`src/rtl/layer_controller.sv`:
```
// -----------------------------------------------------------------------------
// layer_controller
//
// Sequencing controller for a layer-multiplexed network datapath. It latches a
// network input activation vector, then loops LAYER_MAX times over one shared
// layer module:
//   GET_LAYER : wait for the layer sequencer to confirm the layer is configured
//   SEND      : present the current activations (zero-extended) to the layer
//   RECV      : capture the raw neuron sums and convert them to activations
//               (ReLU with saturation) for the next pass
// After the last pass the final activations remain visible on layer_inputs
// until the next start vector is accepted.
//
// Ports (all vectors are lane 0 at the LSBs):
//   clk, rst                   : clock, synchronous active-high reset
//   start_inputs[_valid/_ready]: network input activations (unsigned lanes)
//   layer_number[_valid/_ready]: layer-setup token from the layer sequencer
//   layer_outputs[_valid/_ready]: signed neuron sums from the layer module
//   layer_inputs[_valid/_ready]: activations presented to the layer module
//
// Every handshake output is decoded from the registered state only; reset
// additionally forces them low while it is asserted.
// -----------------------------------------------------------------------------
module layer_controller #(
  parameter int NEURON_NUM          = 5,
  parameter int NEURON_OUTPUT_WIDTH = 10,
  parameter int ACTIVATION_WIDTH    = 9,
  parameter int LAYER_ADDR_WIDTH    = 1,
  parameter int LAYER_MAX           = 3
) (
  input  logic                                      clk,
  input  logic                                      rst,

  input  logic [NEURON_NUM*ACTIVATION_WIDTH-1:0]    start_inputs,
  input  logic                                      start_inputs_valid,
  output logic                                      start_inputs_ready,

  input  logic [LAYER_ADDR_WIDTH-1:0]               layer_number,
  input  logic                                      layer_number_valid,
  output logic                                      layer_number_ready,

  input  logic [NEURON_NUM*NEURON_OUTPUT_WIDTH-1:0] layer_outputs,
  input  logic                                      layer_outputs_valid,
  output logic                                      layer_outputs_ready,

  output logic [NEURON_NUM*NEURON_OUTPUT_WIDTH-1:0] layer_inputs,
  output logic                                      layer_inputs_valid,
  input  logic                                      layer_inputs_ready
);

  localparam int NOW   = NEURON_OUTPUT_WIDTH;
  localparam int AW    = ACTIVATION_WIDTH;
  localparam int NOW1  = NOW + 1;
  localparam int CNT_W = $clog2(LAYER_MAX + 1);

  localparam logic [CNT_W-1:0] CNT_LAST = CNT_W'(LAYER_MAX);
  localparam logic [CNT_W-1:0] CNT_ONE  = CNT_W'(1);

  // Largest representable activation, held one bit wider than a neuron sum so
  // the limit stays exact even when AW equals NOW.
  localparam logic [NOW:0] SAT_LIM = NOW1'((64'd1 << AW) - 64'd1);

  typedef enum logic [1:0] {
    ST_IDLE,
    ST_GET_LAYER,
    ST_SEND,
    ST_RECV
  } state_t;

  state_t                         state_q, state_d;
  logic [NEURON_NUM-1:0][AW-1:0]  act_buf_q, act_buf_d;
  logic [CNT_W-1:0]               layer_cnt_q, layer_cnt_d;
  // Layer token is captured for observability only; it does not steer anything.
  logic [LAYER_ADDR_WIDTH-1:0]    layer_id_unused_q, layer_id_unused_d;

  // ReLU with saturation on a signed neuron sum.
  function automatic logic [AW-1:0] relu_sat(input logic [NOW-1:0] x);
    logic [AW-1:0] r;
    if (x[NOW-1]) begin
      r = '0;
    end else if ({1'b0, x} > SAT_LIM) begin
      r = '1;
    end else begin
      r = x[AW-1:0];
    end
    return r;
  endfunction

  // ---------------------------------------------------------------------------
  // State registers
  // ---------------------------------------------------------------------------
  always_ff @(posedge clk) begin
    if (rst) begin
      state_q           <= ST_IDLE;
      act_buf_q         <= '0;
      layer_cnt_q       <= '0;
      layer_id_unused_q <= '0;
    end else begin
      state_q           <= state_d;
      act_buf_q         <= act_buf_d;
      layer_cnt_q       <= layer_cnt_d;
      layer_id_unused_q <= layer_id_unused_d;
    end
  end

  // ---------------------------------------------------------------------------
  // Next-state logic
  // ---------------------------------------------------------------------------
  always_comb begin
    state_d           = state_q;
    act_buf_d         = act_buf_q;
    layer_cnt_d       = layer_cnt_q;
    layer_id_unused_d = layer_id_unused_q;

    unique case (state_q)
      ST_IDLE: begin
        if (start_inputs_valid) begin
          act_buf_d   = start_inputs;
          layer_cnt_d = '0;
          state_d     = ST_GET_LAYER;
        end
      end

      ST_GET_LAYER: begin
        if (layer_number_valid) begin
          layer_id_unused_d = layer_number;
          state_d           = ST_SEND;
        end
      end

      ST_SEND: begin
        if (layer_inputs_ready) begin
          state_d = ST_RECV;
        end
      end

      ST_RECV: begin
        if (layer_outputs_valid) begin
          for (int unsigned i = 0; i < NEURON_NUM; i++) begin
            act_buf_d[i] = relu_sat(layer_outputs[i*NOW +: NOW]);
          end
          layer_cnt_d = layer_cnt_q + CNT_ONE;
          state_d     = (layer_cnt_d == CNT_LAST) ? ST_IDLE : ST_GET_LAYER;
        end
      end

      default: state_d = ST_IDLE;
    endcase
  end

  // ---------------------------------------------------------------------------
  // Handshake outputs: one per state, suppressed while reset is held.
  // ---------------------------------------------------------------------------
  always_comb begin
    start_inputs_ready  = 1'b0;
    layer_number_ready  = 1'b0;
    layer_inputs_valid  = 1'b0;
    layer_outputs_ready = 1'b0;
    if (!rst) begin
      unique case (state_q)
        ST_IDLE:      start_inputs_ready  = 1'b1;
        ST_GET_LAYER: layer_number_ready  = 1'b1;
        ST_SEND:      layer_inputs_valid  = 1'b1;
        ST_RECV:      layer_outputs_ready = 1'b1;
        default:      ;
      endcase
    end
  end

  // Activations are unsigned, so each lane is zero-extended to sum width.
  always_comb begin
    layer_inputs = '0;
    for (int unsigned i = 0; i < NEURON_NUM; i++) begin
      layer_inputs[i*NOW +: NOW] = NOW'(act_buf_q[i]);
    end
  end

endmodule

```
`config.mk`:
```
export PLATFORM = sky130hd
export DESIGN_NAME = layer_controller
export DESIGN_NICKNAME = d
export VERILOG_FILES = /design/src/rtl/layer_controller.sv
export SDC_FILE = /design/constraint.sdc
export NUM_CORES = 1
export LEC_CHECK = 0
export BUFFER_PORTS_ARGS = -buffer_cell sky130_fd_sc_hd__buf_2
export CAP_MARGIN = 0
export CELL_PAD_IN_SITES_DETAIL_PLACEMENT = 1
export CELL_PAD_IN_SITES_GLOBAL_PLACEMENT = 1
export CORE_ASPECT_RATIO = 1.2
export CORE_MARGIN = 3
export CORE_UTILIZATION = 33
export DETAILED_ROUTE_END_ITERATION = 12
export HOLD_SLACK_MARGIN = 0.05
export PLACE_DENSITY = 0.82
export SYNTH_ARGS = -nofsm -noshare
export SYNTH_HDL_FRONTEND = slang
export SYNTH_SLANG_ARGS = --single-unit
```
`constraint.sdc`:
```
create_clock -name clk -period 3.8 [get_ports clk]
set_input_delay 0.38 -clock clk [delete_from_list [all_inputs] [get_ports clk]]
set_output_delay 0.38 -clock clk [all_outputs]
set_load 0.01 [all_outputs]
```
==> summary.txt, run 1 <==
Cells and area
  • Core utilization of the finished layout: 45.3%
  • Number of nets in the finished design: 539
  • Share of cells above drive strength 1: 48.0%
  • Area growth syn-to-layout: 31.1%
  • Number of fillers in the final layout: 1,005
  • Post-route non-filler standard cell count: 523
  • Diodes inserted: 0
  • Multi-input logic area: 0.00154 sq mm
  • Area used by sequential logic in the layout: 981 sq um

Global route
  • Number of antenna violations at the first check in global routing: 0
  • Global-route wire length before repair: 12,300 um
  • Via count of the first global-routing pass: 2,638
  • Global-route congestion overflow total: 0
  • GR Util All Layers: 16.7%
  • Maximum number of pins on one net before global-route repair: 53

Die
  • Core Area: 0.00779 sq mm
  • Overall die area: 0.00929 sq mm
  • Height of the die: 105 um
  • Placement row count: 35
  • Die width: 88.5 um
  • Count of pins on the block boundary: 156
  • Effective utilization at floorplan: 34.6%

STA
  • Post-Route Skew: 4.21 ps
  • Minimum clock period: 2540 ps
  • Hold Worst Slack: 387 ps
  • Setup repair after global routing missed its margin: false
  • Worst Tran Pin Value: 778 ps
  • Final period util: 66.8%
  • Accumulated negative setup slack: 0 ps
  • Highest clock rate: 394 MHz
  • Relative max-transition margin: 48.0%
  • Number of max-slew violations in the final report: 0
  • Final setup violating endpoints: 0
  • Final hold viol count: 0

Place
  • Half-perimeter wire length after placement: 6220 um
  • # port buffers: 149
  • Placed insts: 516
  • Final weighted congestion in routability-driven placement: 0.706

Setup path
  • Crit-path max FO: 35
  • Startpoint Class: register
  • Critical path type: reg -> reg
  • Reg-to-reg critical path startpoint: state_q[1]
  • Worst path required time: 4010 ps
  • Data arrival, critical path: 2750 ps
  • Category of the worst setup path capture point: register
  • Crit path launch: state_q[1]

Synth
  • Number of synthesis warnings: 0
  • Share of synthesized area occupied by flip-flops and latches: 36.4%
  • Post-synth EDFFs: 0
  • Portion of synthesized cell area occupied by the leading cell type: 36.4%
  • Most used DFF post-synth: dfxtp_1
  • Post-synthesis register bit count: 49
  • Count of cell types in the netlist: 24
  • Leading area contributor after synthesis: dfxtp_1
  • Top cells by count, synth: dfxtp_1 (49), nor2_1 (49), nor2b_1 (47), a21oi_1 (40), a211oi_2 (38)
  • Top area cells in the synthesized netlist: dfxtp_1 (36%), a211oi_2 (18%), nor2b_1 (11%)
  • Post-synthesis instance area: 0.00270 sq mm
  • Fraction of registers with async set or reset after synthesis: 0%
  • Syn_area_per_cell: 9.04 sq um
  • Cells after Synth: 298

Routing
  • Total detailed-routing wirelength: 7860 um
  • Number of DRC markers after the initial detailed-route iteration: 83
  • Detail-routed via count per cell: 4.88
  • Detailed-route via count: 2,552
  • Routed WL per cell: 15.0 um
  • DRC viols: 0
  • Post-DRT Antenna Nets: 0
  • DR pass1 iterations: 4

Clock network
  • CTS resizes: 0
  • Count of hold-fix buffers inserted at cts: 0
  • Clock root buffer: clkbuf_8
  • Clock Path Buffers: 2
  • CTS buffer count: 5
  • Clock tree from TritonCTS: yes
  • Clk pin slew, worst setup/hold paths: 80 ps
  • Number of levels the H-tree was split into: 2
  • Post-CTS setup buffers: 0
  • Clock sink count: 49
  • Worst-skew pair later-pin latency: 290 ps

Pwr
  • Static leakage power: 1.61 nW
  • Total power density per cell area: 706 mW/mm^2
  • Worst IR drop on VDD: 0.000332 V
  • Total power consumption of the routed design: 2.49 mW

Run
  • Number of max-capacitance violations reported: 0

Hold path
  • Start point of the worst hold path: start_inputs[20]
  • Min-Delay Path Class: in -> reg

Run status
  • Status: finished clean
-- logic make-up after synthesis --
family,Yosys count,share of synthesized area [%]
AO/OA/AOI/OAI,89,30.2
adder cells (fa/ha/maj),6,2.79
buffers and inverters,36,7.29
flip-flops,49,36.4
multiplexers,2,0.789
other,1,0.139
AND/OR/NAND/NOR,115,22.4
-- layout make-up --
cell class,instances,share of cell area [%]
Tap cell,92,3.26
Multi-Input combinational cell,217,43.7
Timing Repair Buffer,153,22.3
Sequential cell,49,27.8
Clock buffer,7,2.44
Inverter,5,0.531
-- worst max-delay path, cell delays in order (launching register included) --
cell and delay [ps]:
dfxtp_1 410, ha_2 640, buf_4 290, nor2b_1 650
a21oi_1 210, a211oi_2 250
-- where the power goes --
part	internal, mW	leakage (nW)	total [mW]	switching [mW]
clock network	0.145	0.0443	0.305	0.160
registers	0.708	0.407	0.802	0.0945
logic	0.560	1.16	1.39	0.825
-- cell usage in the layout, fill, tap and decap left out, drive strengths merged, types with 5 or more instances in the layout --
cell,Yosys,final
buf,21,153
nor2,49,49
dfxtp,49,49
nor2b,47,47
a21oi,40,40
a211oi,38,38
nand2b,10,10
nand3b,7,7
a311oi,7,7
clkbuf,10,7
ha,6,6
inv,5,5
conb,1,5
-- state kept, by name, indices dropped and copies added, names as in the netlist --
name / cells
state_q: 2
layer_inputs: 45
layer_cnt_q: 2
-- final timing paths --
kind / to / slack [ps] / cells past startpoint
max: layer_inputs[0] / 1260 / 5
min: layer_inputs[22] / 390 / 3
max reg2reg: layer_inputs[0] / 1260 / 5
min reg2reg: layer_inputs[37] / 540 / 2
-- layer usage --
metal / vias up / wire length (um) / global-route usage [%]
met5: - / 0 / 0
met4: 0 / 191 / 5.40
met3: 14 / 491 / 3.39
met2: 89 / 4060 / 30.4
met1: 1171 / 3120 / 18.8
li1: 1278 / - / -
-- stage by stage --
| stage | cell area [sq um] | setup slack (ps) |
|---|---|---|
| final | 3530 | 1260 |
| after CTS | 3530 | 1160 |
| after detailed placement | 3450 | 1180 |
| after global placement | 3450 | 1280 |
| after global routing | 3530 | 988 |
| after floorplan | 2710 | 2260 |
Note: power is estimated with default switching activity, not from simulation.
==> inputs of run 2 (changes only) <==
--- a/config.mk
+++ b/config.mk
@@ -5,16 +5,17 @@
 export SDC_FILE = /design/constraint.sdc
 export NUM_CORES = 1
 export LEC_CHECK = 0
+export ABC_AREA = 1
 export BUFFER_PORTS_ARGS = -buffer_cell sky130_fd_sc_hd__buf_2
 export CAP_MARGIN = 0
 export CELL_PAD_IN_SITES_DETAIL_PLACEMENT = 1
 export CELL_PAD_IN_SITES_GLOBAL_PLACEMENT = 1
 export CORE_ASPECT_RATIO = 1.2
 export CORE_MARGIN = 3
-export CORE_UTILIZATION = 33
+export CORE_UTILIZATION = 29
 export DETAILED_ROUTE_END_ITERATION = 12
 export HOLD_SLACK_MARGIN = 0.05
-export PLACE_DENSITY = 0.82
+export PLACE_DENSITY = 0.78
 export SYNTH_ARGS = -nofsm -noshare
 export SYNTH_HDL_FRONTEND = slang
 export SYNTH_SLANG_ARGS = --single-unit
==> constraint.sdc (replaced) <==
create_clock -name clk -period 2.6 [get_ports clk]
set_input_delay 0.26 -clock clk [delete_from_list [all_inputs] [get_ports clk]]
set_output_delay 0.26 -clock clk [all_outputs]
set_load 0.01 [all_outputs]
==> summary.txt, run 2 <==
Synth
  • Top area cells in the synthesized netlist: dfxtp_1 (37%), nand2_1 (20%), nand3_1 (17%)
  • Fraction of registers with async set or reset after synthesis: 0% (unchanged)
  • Post-synthesis instance area: 0.00267 sq mm (-0.97%)
  • Share of synthesized area occupied by flip-flops and latches: 36.8% (+0.36 points)
  • Most used DFF post-synth: dfxtp_1
  • Post-synthesis register bit count: 49 (unchanged)
  • Cells after Synth: 411 (+38%)
  • Post-synth EDFFs: 0 (unchanged)
  • Leading area contributor after synthesis: dfxtp_1
  • Top cells by count, synth: nand2_1 (145), nand3_1 (93), dfxtp_1 (49), a21oi_1 (47), inv_1 (14)
  • Cell with the most instances after synthesis: nand2_1
  • Count of cell types in the netlist: 17 (-29%)
  • Syn_area_per_cell: 6.49 sq um (-28%)
  • Portion of synthesized cell area occupied by the leading cell type: 36.8% (+0.36 points)
  • Number of synthesis warnings: 0 (unchanged)

Die
  • Height of the die: 111 um (+5.8%)
  • Overall die area: 0.0104 sq mm (+12%)
  • Die width: 93.6 um (+5.7%)
  • Effective utilization at floorplan: 30.5% (-4.1 points)
  • Core Area: 0.00875 sq mm (+12%)
  • Placement row count: 37 (+5.7%)
  • Count of pins on the block boundary: 156 (unchanged)

STA
  • Post-Route Skew: 4.27 ps (+0.0631 ps)
  • Final period util: 79.8%
  • Setup repair after global routing missed its margin: false
  • Final setup violating endpoints: 0 (unchanged)
  • Accumulated negative setup slack: 0 ps (unchanged)
  • Number of max-slew violations in the final report: 0 (unchanged)
  • Worst Tran Pin Value: 522 ps (-256 ps)
  • Highest clock rate: 482 MHz
  • Minimum clock period: 2080 ps
  • Relative max-transition margin: 65.2% (+17 points)
  • Final hold viol count: 0 (unchanged)

Routing
  • Total detailed-routing wirelength: 9560 um (+22%)
  • DRC viols: 0 (unchanged)
  • Detail-routed via count per cell: 4.79 (-1.8%)
  • DR pass1 iterations: 4 (unchanged)
  • Routed WL per cell: 14.4 um (-3.9%)
  • Number of DRC markers after the initial detailed-route iteration: 72 (-13%)
  • Detailed-route via count: 3,171 (+24%)
  • Post-DRT Antenna Nets: 0 (unchanged)

Setup path
  • Reg-to-reg critical path startpoint: state_q[0]
  • Reg2Reg Depth: 6 (+1)
  • Category of the worst setup path capture point: output port
  • Critical path type: reg -> out
  • Data arrival, critical path: 1820 ps (-930 ps)
  • Crit-path max FO: 47 (+34%)
  • Reg2Reg Capture Point: layer_inputs[35]
  • Startpoint Class: register
  • Worst path required time: 2340 ps (-1670 ps)
  • Setup slack, reg-to-reg: 570 ps (-690 ps)

Cells and area
  • Share of cells above drive strength 1: 30.8% (-17 points)
  • Commonest non-fill, non-tap cell in the layout: buf_2
  • Max reg flops: 45 (unchanged)
  • Diodes inserted: 0 (unchanged)
  • Number of nets in the finished design: 652 (+21%)
  • Core utilization of the finished layout: 40.0% (-5.3 points)
  • Area growth syn-to-layout: 31.1% (about the same)
  • Commonest non-fill, non-tap cells in the layout: buf_2 (149), nand2_1 (144), nand3_1 (93)

Clock network
  • Clock tree from TritonCTS: yes
  • Post-CTS setup buffers: 0 (unchanged)
  • Clock Path Buffers: 2 (unchanged)
  • Clk pin slew, worst setup/hold paths: 80 ps (about the same)
  • CTS resizes: 0 (unchanged)
  • Count of hold-fix buffers inserted at cts: 0 (unchanged)
  • CTS buffer count: 5 (unchanged)
  • Clock root buffer: clkbuf_8
  • Worst-skew pair later-pin latency: 290 ps (about the same)
  • Number of levels the H-tree was split into: 2 (unchanged)
  • Clock sink count: 49 (unchanged)

Run
  • Number of max-capacitance violations reported: 0 (unchanged)

Hold path
  • Start point of the worst hold path: start_inputs[44]
  • Count of cells along the worst hold path: 5 (+2)
  • Endpoint with the worst hold slack: layer_inputs[48]
  • Min-Delay Path Class: in -> reg

Global route
  • Number of antenna violations at the first check in global routing: 0 (unchanged)
  • Global-route congestion overflow total: 0 (unchanged)
  • Maximum number of pins on one net before global-route repair: 48 (-9.4%)
  • Via count of the first global-routing pass: 3,258 (+24%)
  • Global-route wire length before repair: 15,300 um (+24%)
  • GR Util All Layers: 18.1% (+1.4 points)

Place
  • # port buffers: 149 (unchanged)
  • Final weighted congestion in routability-driven placement: 0.789 (+12%)
  • Half-perimeter wire length after placement: 7230 um (+16%)

Run status
  • Status: finished clean

Pwr
  • Worst IR drop on VDD: 0.000488 V (+47%)
  • Total power density per cell area: 919 mW/mm^2 (+30%)
  • Static leakage power: 1.86 nW (+16%)
  • Total power consumption of the routed design: 3.22 mW (+29%)
-- run 2: changes by cell type in the layout (fill, tap and decap cells not counted), sizes merged, moves of 11 or more --
cell,change
nand3,+92
nand2,+147
nor2b,-47
inv,+11
nor2,-41
a211oi,-38
-- run 2: worst max-delay path: stages (launching register included) --
cell and delay (ps):
dfxtp_1 430, ha_2 430, inv_2 80, buf_4 300
nor2_1 140, buf_2 140
-- run 2: layout make-up --
type                            instances  area (sq um)
Clock buffer                            8          80.1
Timing Repair Buffer                  157           806
Tap cell                              117           146
Fill cell                            1215          5250
Inverter                               21          78.8
Multi-Input combinational cell        310          1410
Sequential cell                        49           981
-- run 2: routing by layer --
metal / vias up / routed length [um] / global-route usage, %
met5: - / 0 / 0
li1: 1584 / - / -
met2: 92 / 5100 / 34.4
met4: 0 / 159 / 5.49
met3: 12 / 454 / 2.78
met1: 1483 / 3850 / 20.1
-- run 2: where the power goes --
part           internal, mW  switching (mW)
Sequential             1.03           0.145
Combinational         0.583            1.03
Clock                 0.192           0.236
-- run 2: worst max path at each step --
stage                     startpoint                   to  slack [ps]
final                     state_q[0]  layer_outputs_ready         520
after global routing      state_q[0]     layer_inputs[34]         330
after CTS                 state_q[0]  layer_outputs_ready         470
after detailed placement  state_q[0]     layer_inputs[37]         560
after global placement    state_q[0]     layer_inputs[21]         650
after floorplan           state_q[0]     layer_inputs[18]        1180
-- run 2: stage by stage --
| stage | area [sq um] | setup WS, ps | hold slack (ps) | cells |
|---|---|---|---|---|
| detailed placement | 3420 | 556 | 451 | 654 |
| global route | 3500 | 326 | 334 | 662 |
| finish | 3500 | 524 | 332 | 662 |
| global placement | 3420 | 647 | 445 | 654 |
| floorplan | 2680 | 1180 | 444 | 415 |
| CTS | 3500 | 472 | 320 | 662 |
-- run 2: kinds of logic after synthesis --
| group | share of synthesized area (%) |
|---|---|
| AND/OR/NAND/NOR | 39.6 |
| buffers and inverters | 11.3 |
| AO/OA/AOI/OAI | 9.38 |
| flip-flops | 36.8 |
| adder cells (fa/ha/maj) | 2.81 |
| other | 0.141 |
==> inputs of run 3 (changes only) <==
==> constraint.sdc (replaced) <==
create_clock -name clk -period 2.1 [get_ports clk]
set_input_delay 0.21 -clock clk [delete_from_list [all_inputs] [get_ports clk]]
set_output_delay 0.21 -clock clk [all_outputs]
set_load 0.01 [all_outputs]
==> summary.txt, run 3 (synthesis results as in run 2) <==
Global route
  • GR Util All Layers: 18.4% (+0.30 points)
  • Number of antenna violations at the first check in global routing: 0 (unchanged)
  • Global-route congestion overflow total: 0 (unchanged)
  • Via count of the first global-routing pass: 3,315 (+1.7%)
  • Global-route wire length before repair: 15,700 um (+2.8%)
  • Maximum number of pins on one net before global-route repair: 31 (-35%)

Hold path
  • Min-Delay Path Class: in -> reg
  • Count of cells along the worst hold path: 5 (unchanged)

Die
  • Overall die area: 0.0104 sq mm (unchanged)
  • Height of the die: 111 um (unchanged)
  • Core Area: 0.00875 sq mm (unchanged)
  • Count of pins on the block boundary: 156 (unchanged)
  • Placement row count: 37 (unchanged)
  • Effective utilization at floorplan: 30.5% (unchanged)
  • Die width: 93.6 um (unchanged)

Setup path
  • Critical path type: reg -> out
  • Slowest stage delay, CP: 450 ps (+20 ps)
  • Startpoint Class: register
  • Crit-path max FO: 22 (-53%)
  • Critical path buffer and inverter count: 4 (+1)
  • Reg2Reg Depth: 8 (+2)
  • Worst path required time: 1890 ps (-450 ps)
  • Data arrival, critical path: 1660 ps (-160 ps)
  • Slowest stage cell on the critical path: dfxtp_1
  • Top delay family on crit path: buffers and inverters
  • Category of the worst setup path capture point: output port
  • Sequence of cells on the critical path: ha_4, buf_6, inv_2, buf_4, nor2_1, buf_2
  • Number of stages on the worst setup path: 6 (+1)

Clock network
  • Worst-skew pair later-pin latency: 290 ps (about the same)
  • Clock tree from TritonCTS: yes
  • Clock root buffer: clkbuf_8
  • Clk pin slew, worst setup/hold paths: 90 ps (about the same)
  • Clock sink count: 49 (unchanged)
  • CTS buffer count: 5 (unchanged)
  • Number of levels the H-tree was split into: 2 (unchanged)
  • Clock Path Buffers: 2 (unchanged)
  • Count of hold-fix buffers inserted at cts: 0 (unchanged)

Cells and area
  • Number of fillers in the final layout: 1,218 (+0.25%)
  • Diodes inserted: 0 (unchanged)
  • Max reg flops: 45 (unchanged)
  • Post-route cell area: 0.00359 sq mm (+2.5%)
  • Core utilization of the finished layout: 41.0% (+1.0 points)
  • Area growth syn-to-layout: 34.4%
  • Commonest non-fill, non-tap cells in the layout: buf_2 (149), nand2_1 (144), nand3_1 (93)
  • Commonest non-fill, non-tap cell in the layout: buf_2
  • Share of cells above drive strength 1: 31.8% (+0.99 points)
  • Number of nets in the finished design: 657 (+0.77%)

Pwr
  • Static leakage power: 1.91 nW (+2.4%)
  • Worst IR drop on VDD: 0.000660 V (+35%)
  • Total power density per cell area: 1170 mW/mm^2 (+27%)

Routing
  • Routed WL per cell: 14.5 um (+0.61%)
  • Detailed-route via count: 3,155 (-0.50%)
  • Post-DRT Antenna Nets: 0 (unchanged)
  • Number of DRC markers after the initial detailed-route iteration: 119 (+65%)
  • DR pass1 iterations: 4 (unchanged)
  • Total detailed-routing wirelength: 9690 um (+1.4%)
  • Detail-routed via count per cell: 4.73 (-1.3%)
  • DRC viols: 0 (unchanged)

STA
  • Setup repair after global routing missed its margin: false
  • Final period util: 89.3%
  • Final setup violating endpoints: 0 (unchanged)
  • Worst Tran Pin Value: 511 ps (-10.3 ps)
  • Accumulated negative setup slack: 0 ps (unchanged)
  • Hold Worst Slack: 284 ps (-48.1 ps)
  • Minimum clock period: 1870 ps
  • Post-Route Skew: 2.29 ps (-1.98 ps)
  • Relative max-transition margin: 65.9% (+0.69 points)
  • Highest clock rate: 534 MHz
  • Final hold viol count: 0 (unchanged)
  • Number of max-slew violations in the final report: 0 (unchanged)

Run status
  • Status: finished clean

Place
  • # port buffers: 149 (unchanged)
  • Half-perimeter wire length after placement: 7500 um (+3.8%)
  • Post-place instance area: 0.00346 sq mm (+1.1%)
  • Final weighted congestion in routability-driven placement: 0.762 (-3.5%)

Run
  • Number of max-capacitance violations reported: 0 (unchanged)
run 3: timing repair:
action                     in CTS  in global routing
setup endpoints to repair       0                  1
setup buffers                   0                  0
resized for setup               0                  2
run 3: layer usage:
metal	vias up	GRT usage (%)	share of wire [%]
met5	-	0	0
met4	0	5.11	1.3
met3	8	2.31	4.6
met2	94	34.9	55
met1	1458	21.0	39
li1	1595	-	-
run 3: worst register-to-register path, stage by stage (launching register included):
cell	delay (ps)
dfxtp_1	450
inv_1	130
ha_1	230
nand2_1	80
nand2_2	80
inv_2	80
buf_4	310
nand3_1	140
a21oi_1	170
run 3: area by class of cell:
class                      count  area [sq um]  area share (%)
clock inverter                 1          30.0           0.837
tap                          117           146            4.08
sequential                    49           981            27.4
inverter                      21          78.8            2.20
multi-input combinational    310          1420            39.5
timing repair buffer         162           847            23.6
clock buffer                   7          86.3            2.41
run 3: where the power goes:
| group | total [mW] | internal [mW] | switching, mW |
|---|---|---|---|
| Sequential | 1.46 | 1.27 | 0.187 |
| Clock | 0.694 | 0.389 | 0.305 |
| Combinational | 2.04 | 0.758 | 1.28 |
run 3: path summary, 6_finish.rpt:
kind                            slack [ps]             start                  end
worst max register to register         370        state_q[0]     layer_inputs[33]
worst max-delay path                   230        state_q[0]  layer_outputs_ready
worst min-delay path                   280   start_inputs[2]      layer_inputs[2]
worst min register to register         470  layer_inputs[20]     layer_inputs[20]
run 3: stage by stage:
step / cells / total power [mW] / setup WS [ps]
3_3_place_gp: 659 / 3.47 / 446
3_5_place_dp: 659 / 3.55 / 364
6_report: 667 / 4.20 / 226
4_1_cts: 667 / 4.26 / 95.1
2_1_floorplan: 415 / 2.82 / 679
5_1_grt: 667 / 4.57 / 54.2
